[config.mk]
export PLATFORM = sky130hd
export DESIGN_NAME = matrix_arb_lock
export DESIGN_NICKNAME = d
export VERILOG_FILES = /design/src/rtl/noc_arb_pkg.sv /design/src/rtl/matrix_arb_prio.sv /design/src/rtl/matrix_arb_lock.sv
export SDC_FILE = /design/constraint.sdc
export NUM_CORES = 1
export LEC_CHECK = 0
export ABC_AREA = 0
export BUFFER_PORTS_ARGS = -buffer_cell sky130_fd_sc_hd__buf_2
export CAP_MARGIN = 0
export CORE_MARGIN = 8
export CORE_UTILIZATION = 65
export CTS_CLUSTER_SIZE = 40
export DETAILED_ROUTE_END_ITERATION = 10
export GPL_ROUTABILITY_DRIVEN = 0
export PLACE_DENSITY = 0.81
export SLEW_MARGIN = 20
export SYNTH_ARGS = -nofsm -noshare
export SYNTH_HDL_FRONTEND = slang
export SYNTH_SLANG_ARGS = --single-unit
[constraint.sdc]
create_clock -name clk_i -period 10.3 [get_ports clk_i]
set_clock_uncertainty 0.05 [all_clocks]
set_input_delay 1.545 -clock clk_i [delete_from_list [all_inputs] [get_ports clk_i]]
set_output_delay 1.545 -clock clk_i [all_outputs]
set_load 0.03 [all_outputs]
[src/rtl/noc_arb_pkg.sv]
// Shared types and helpers for the matrix arbiter family.
// Latency: n/a (types and pure functions only).
// Backpressure: n/a.
// Contents: state_e (ST_IDLE/ST_LOCKED), tri_idx (pair -> flat upper-triangle bit),
//           onehot2bin (one-hot of up to 16 bits -> 4-bit index).
package noc_arb_pkg;

  typedef enum logic [0:0] {
    ST_IDLE   = 1'b0,
    ST_LOCKED = 1'b1
  } state_e;

  // Flat bit index of pair (i,j) in a row-major upper triangle of an n x n
  // matrix (diagonal excluded). Argument order does not matter.
  function automatic int tri_idx(input int i, input int j, input int n);
    int lo;
    int hi;
    lo = (i < j) ? i : j;
    hi = (i < j) ? j : i;
    return lo * n - (lo * (lo + 1)) / 2 + (hi - lo - 1);
  endfunction

  // OR-reduction encoder; an all-zero input yields index 0.
  function automatic logic [3:0] onehot2bin(input logic [15:0] oh);
    logic [3:0] b;
    b = 4'd0;
    for (int k = 0; k < 16; k++) begin
      if (oh[k]) b = b | 4'(k);
    end
    return b;
  endfunction

endpackage

[src/rtl/matrix_arb_prio.sv]
// Triangular least-recently-served priority matrix with combinational grant.
// Latency: grant is combinational from req_i; matrix update lands on the next edge.
// Backpressure: none internally; the caller strobes upd_i only on an accepted transfer.
// Ports: clk_i/rst_ni clock and async active-low reset; req_i requests;
//        upd_i/upd_idx_i demote the given winner to lowest priority; grant_oh_o one-hot grant.
module matrix_arb_prio
  import noc_arb_pkg::*;
#(
  parameter int IN_N = 5,
  localparam int IDX_W = $clog2(IN_N)
) (
  input  logic             clk_i,
  input  logic             rst_ni,
  input  logic [IN_N-1:0]  req_i,
  input  logic             upd_i,
  input  logic [IDX_W-1:0] upd_idx_i,
  output logic [IN_N-1:0]  grant_oh_o
);

  localparam int PW = IN_N * (IN_N - 1) / 2;

  // p_q[tri_idx(i,j)] = 1 means i beats j for i<j; the lower triangle is implied.
  logic [PW-1:0] p_q;
  logic [PW-1:0] p_d;

  always_comb begin
    logic beaten;
    grant_oh_o = '0;
    beaten     = 1'b0;
    for (int g = 0; g < IN_N; g++) begin
      beaten = 1'b0;
      for (int k = 0; k < IN_N; k++) begin
        if (k != g && req_i[k]) begin
          if (k < g) beaten = beaten | p_q[tri_idx(k, g, IN_N)];
          else       beaten = beaten | ~p_q[tri_idx(g, k, IN_N)];
        end
      end
      grant_oh_o[g] = req_i[g] & ~beaten;
    end
  end

  // The winner loses every pair it takes part in; unrelated pairs keep their order.
  always_comb begin
    int w;
    p_d = p_q;
    w   = int'(upd_idx_i);
    if (upd_i) begin
      for (int j = 0; j < IN_N; j++) begin
        if (j > w)      p_d[tri_idx(w, j, IN_N)] = 1'b0;
        else if (j < w) p_d[tri_idx(j, w, IN_N)] = 1'b1;
      end
    end
  end

  always_ff @(posedge clk_i or negedge rst_ni) begin
    if (!rst_ni) p_q <= '1;
    else         p_q <= p_d;
  end

endmodule

[src/rtl/matrix_arb_lock.sv]
// Matrix (least-recently-served) output-port arbiter with optional wormhole packet lock.
// Latency: zero-cycle combinational grant; priority/lock state updates on the transfer edge.
// Backpressure: priority and lock only advance when grant_valid_o & ready_i.
// Ports: clk_i, rst_ni (async active-low); req_i, last_i (tail marker), ready_i;
//        grant_oh_o, grant_o, grant_valid_o, locked_o.
// Build option: define MATRIX_ARB_LOCK_EN to hold the output until the tail flit;
//               without it every transfer counts as a tail and locked_o is 0.
module matrix_arb_lock
  import noc_arb_pkg::*;
#(
  parameter int IN_N = 5,
  localparam int IDX_W = $clog2(IN_N)
) (
  input  logic             clk_i,
  input  logic             rst_ni,
  input  logic [IN_N-1:0]  req_i,
  input  logic [IN_N-1:0]  last_i,
  input  logic             ready_i,
  output logic [IN_N-1:0]  grant_oh_o,
  output logic [IDX_W-1:0] grant_o,
  output logic             grant_valid_o,
  output logic             locked_o
);

  logic [IN_N-1:0]  arb_oh;
  logic [IN_N-1:0]  grant_oh;
  logic [IDX_W-1:0] arb_idx;
  logic [IDX_W-1:0] upd_idx;
  logic             upd;
  logic             xfer;

  matrix_arb_prio #(.IN_N(IN_N)) u_prio (
    .clk_i      (clk_i),
    .rst_ni     (rst_ni),
    .req_i      (req_i),
    .upd_i      (upd),
    .upd_idx_i  (upd_idx),
    .grant_oh_o (arb_oh)
  );

  assign arb_idx = IDX_W'(onehot2bin(16'(arb_oh)));

`ifdef MATRIX_ARB_LOCK_EN
  state_e           state_q, state_d;
  logic [IDX_W-1:0] lock_idx_q, lock_idx_d;
  logic [IN_N-1:0]  lock_oh;
  logic             tail;

  assign lock_oh = IN_N'(1) << lock_idx_q;

  // While locked only the owner can be granted; a dropped owner request is a bubble.
  always_comb begin
    grant_oh = arb_oh;
    if (state_q == ST_LOCKED) grant_oh = lock_oh & req_i;
  end

  assign xfer = (|grant_oh) & ready_i;
  // grant_oh is one-hot during a transfer, so this is last_i of the granted index.
  assign tail = |(grant_oh & last_i);

  always_comb begin
    state_d    = state_q;
    lock_idx_d = lock_idx_q;
    upd        = 1'b0;
    upd_idx    = arb_idx;
    case (state_q)
      ST_IDLE: begin
        if (xfer) begin
          if (tail) begin
            upd = 1'b1;
          end else begin
            state_d    = ST_LOCKED;
            lock_idx_d = arb_idx;
          end
        end
      end
      ST_LOCKED: begin
        upd_idx = lock_idx_q;
        if (xfer && tail) begin
          upd     = 1'b1;
          state_d = ST_IDLE;
        end
      end
      default: state_d = ST_IDLE;
    endcase
  end

  always_ff @(posedge clk_i or negedge rst_ni) begin
    if (!rst_ni) begin
      state_q    <= ST_IDLE;
      lock_idx_q <= '0;
    end else begin
      state_q    <= state_d;
      lock_idx_q <= lock_idx_d;
    end
  end

  assign locked_o = (state_q == ST_LOCKED);
`else
  logic unused_last;

  assign unused_last = ^last_i;
  assign grant_oh    = arb_oh;
  assign xfer        = (|grant_oh) & ready_i;
  assign upd         = xfer;
  assign upd_idx     = arb_idx;
  assign locked_o    = 1'b0;
`endif

  assign grant_oh_o    = grant_oh;
  assign grant_valid_o = |grant_oh;
  assign grant_o       = IDX_W'(onehot2bin(16'(grant_oh)));

endmodule

==> run_results.csv <==
group,metric,value,unit
synthesis,synth_top_area_cell,"ha_1",
timing,rsz0062_at_grt,"false",
synthesis,ys_types,72,
drt,route.detailed.wl_per_inst,14.8,um
synthesis,ys_dominant_reg_cell,"dfstp_2",
drt,vias,7038,
timing,worst_slew_pin_slew,0.737,ns
timing,fmax,0.108,GHz
drt,dr.pass1.iters,5,
timing,finalSetupViolCount,0,
placed_design,portBuffers,16,
synthesis,synth.area.top_cells,"ha_1 (40%), fa_1 (12%), inv_1 (7.1%)",
final_layout,area_delta_synth_final,7.40,%
setup_path,slowest_delay,0.67,ns
drt,ant_nets,0,
global_route,overflow,0,
drt,drc,0,
global_route,grt_first_pass_wirelength,31000,um
timing,fin_crit_sh,0.899,
hold_path,hold_class,"reg2reg",
drt,drt_first_iter_violations,437,
die,fp.dieW,129,um
synthesis,post-synth-top-area-fraction,0.404,
global_route,grt_pass1_vias,6918,
status,status,"finished clean",
drt,avgViaCountPerCell,5.65,
clock_tree,cts-root-buf,"clkbuf_16",
clock_tree,clk_pin_slew_worst_paths,0.05,ns
placed_design,dpl.cell_count,1241,
die,core_area,0.0126,mm^2
final_layout,reg_top3,"u_prio.p_q x10",
clock_tree,cts_hold_buf,0,
synthesis,syn_area,0.00835,mm^2
synthesis,ys_seq_elements,10,
die,die_area,0.0167,mm^2
power_and_ir_drop,p_leak,0.00500,uW
synthesis,ys_top_cells_by_count,"ha_1 (270), inv_1 (157), nor2_1 (60)",
clock_tree,clock_sinks,10,
setup_path,endpoint_kind,"flip-flop",
die,start_util,0.665,
final_layout,largest_reg_flops,10,
final_layout,nets,1409,
placed_design,dp.final_hpwl,15500,um
die,num_io_pins,23,
power_and_ir_drop,power_density,237,mW/mm^2
timing,period_needed,9.26,ns
clock_tree,cts_resized,0,
global_route,antenna_found_initial,0,
timing,tns,0,ns
drt,routed_wl,18400,um
flow_run,maxCapViolCount,0,
clock_tree,numCtsBuffers,3,
synthesis,syn_inst,1004,
setup_path,worstPathArrival,9.38,ns
clock_tree,postCtsSetupBuffers,0,
clock_tree,cts_tree,"yes",
setup_path,cp_common_cell,"ha_1",
synthesis,ys_seq_area_frac,0.0315,
die,rows,41,
setup_path,cp.required,10.42,ns
final_layout,drive_gt1_frac,0.0783,
clock_tree,cts_max_level,1,
clock_tree,clk_path_buf_depth,2,
synthesis,synth_area_per_cell,8.32,um^2
synthesis,ys_warn_count,0,
synthesis,synth_edf_count,0,
timing,maxSlewHeadroom,0.496,
setup_path,cp-start-kind,"input pin",
synthesis,synthArstFlopShare,1.00,
synthesis,synth_most_common_cell,"ha_1",
final_layout,fin_cells,1245,
final_layout,largest-register,"u_prio.p_q",
clock_tree,clk_latency,0.25,ns
setup_path,critical_path_class,"in2reg",
power_and_ir_drop,peakVddDrop,0.000114,V
global_route,grt_max_degree,26,
setup_path,critical_path_peak_fanout,15,
setup_path,cp_slowest_cell,"a2111oi_0",
global_route,grt_usage,0.226,
die,die_h,129,um
timing,hold_viol,0,
timing,drv_slew,0,
final_layout,diodes,0,
-- final timing paths --
| path | startpoint | slack (ns) | cells past startpoint | endpoint |
|---|---|---|---|---|
| worst max-delay path | req_i[2] | 1.04 | 35 | u_prio.p_q[2] |
| worst min-delay path | u_prio.p_q[3] | 0.53 | 2 | u_prio.p_q[3] |
| worst max register to register | u_prio.p_q[7] | 1.92 | 34 | u_prio.p_q[2] |
| worst min register to register | u_prio.p_q[3] | 0.53 | 2 | u_prio.p_q[3] |
| max in group asynchronous | rst_ni | 8.81 | 1 | u_prio.p_q[0] |
| min in group asynchronous | rst_ni | 1.36 | 1 | u_prio.p_q[8] |
-- cell type report --
| class | instances | area (um^2) |
|---|---|---|
| inverter | 182 | 683 |
| fill | 1028 | 3600 |
| tap | 172 | 215 |
| clock buffer | 4 | 88.8 |
| timing repair buffer | 32 | 200 |
| sequential | 10 | 263 |
| multi-input combinational | 845 | 7520 |
-- stage by stage --
| stage | setup slack, ns | power (uW) | utilization | cell area (um^2) | hold slack, ns |
|---|---|---|---|---|---|
| floorplan | 0.450 | 1580 | - | 8540 | 0.442 |
| global placement | 0.941 | 1920 | 0.707 | 8880 | 0.471 |
| detailed placement | 0.861 | 2000 | 0.707 | 8880 | 0.476 |
| CTS | 1.07 | 2090 | 0.714 | 8970 | 0.523 |
| global route | 0.372 | 2400 | 0.714 | 8970 | 0.534 |
| finish | 1.04 | 2120 | 0.714 | 8970 | 0.532 |
-- metal layers --
layer | up-vias | routed length (um) | GRT usage
li1 | 3508 | - | -
met4 | 0 | 480 | 0.0532
met5 | - | 0 | 0
met3 | 54 | 1430 | 0.0407
met1 | 3238 | 8010 | 0.280
met2 | 238 | 8530 | 0.396
-- critical path, delay by kind of cell --
kind	cells	cell delay (ns)
fa+ha+maj	11	3.79
simple gates	11	1.51
compound gates	5	1.27
buf+inv	7	1.12
xor+xnor	1	0.12
-- cell usage in the layout, fill, tap and decap left out, types with 16 or more instances in the layout --
master / netlist / routed
fa_1: 52 / 52
xnor2_1: 34 / 34
ha_1: 270 / 270
o21ai_0: 24 / 24
inv_1: 157 / 157
nor2_1: 60 / 60
a21oi_1: 40 / 40
conb_1: 2 / 51
o21ai_1: 22 / 22
nand2_1: 50 / 50
buf_4: 2 / 16
buf_2: 2 / 16
a31oi_1: 16 / 16
nand2b_1: 21 / 21
nand3_1: 18 / 18
inv_2: 25 / 25
a21o_1: 18 / 18
-- power breakdown --
part | leakage [uW] | switching, uW | internal [uW]
Clock | 0.0000442 | 23.0 | 58.8
Sequential | 0.000105 | 20.3 | 61.5
Combinational | 0.00485 | 1150 | 807
Total | 0.00500 | 1190 | 928
-- kinds of logic after synthesis --
| family | after synthesis | share of synthesized area |
|---|---|---|
| AO/OA/AOI/OAI | 192 | 0.155 |
| multiplexers | 2 | 0.00270 |
| AND/OR/NAND/NOR | 234 | 0.145 |
| buffers and inverters | 198 | 0.0902 |
| flip-flops | 10 | 0.0315 |
| other | 2 | 0.000899 |
| XOR/XNOR | 44 | 0.0461 |
| adder cells (fa/ha/maj) | 322 | 0.529 |
Note: power is estimated with default switching activity, not from simulation.
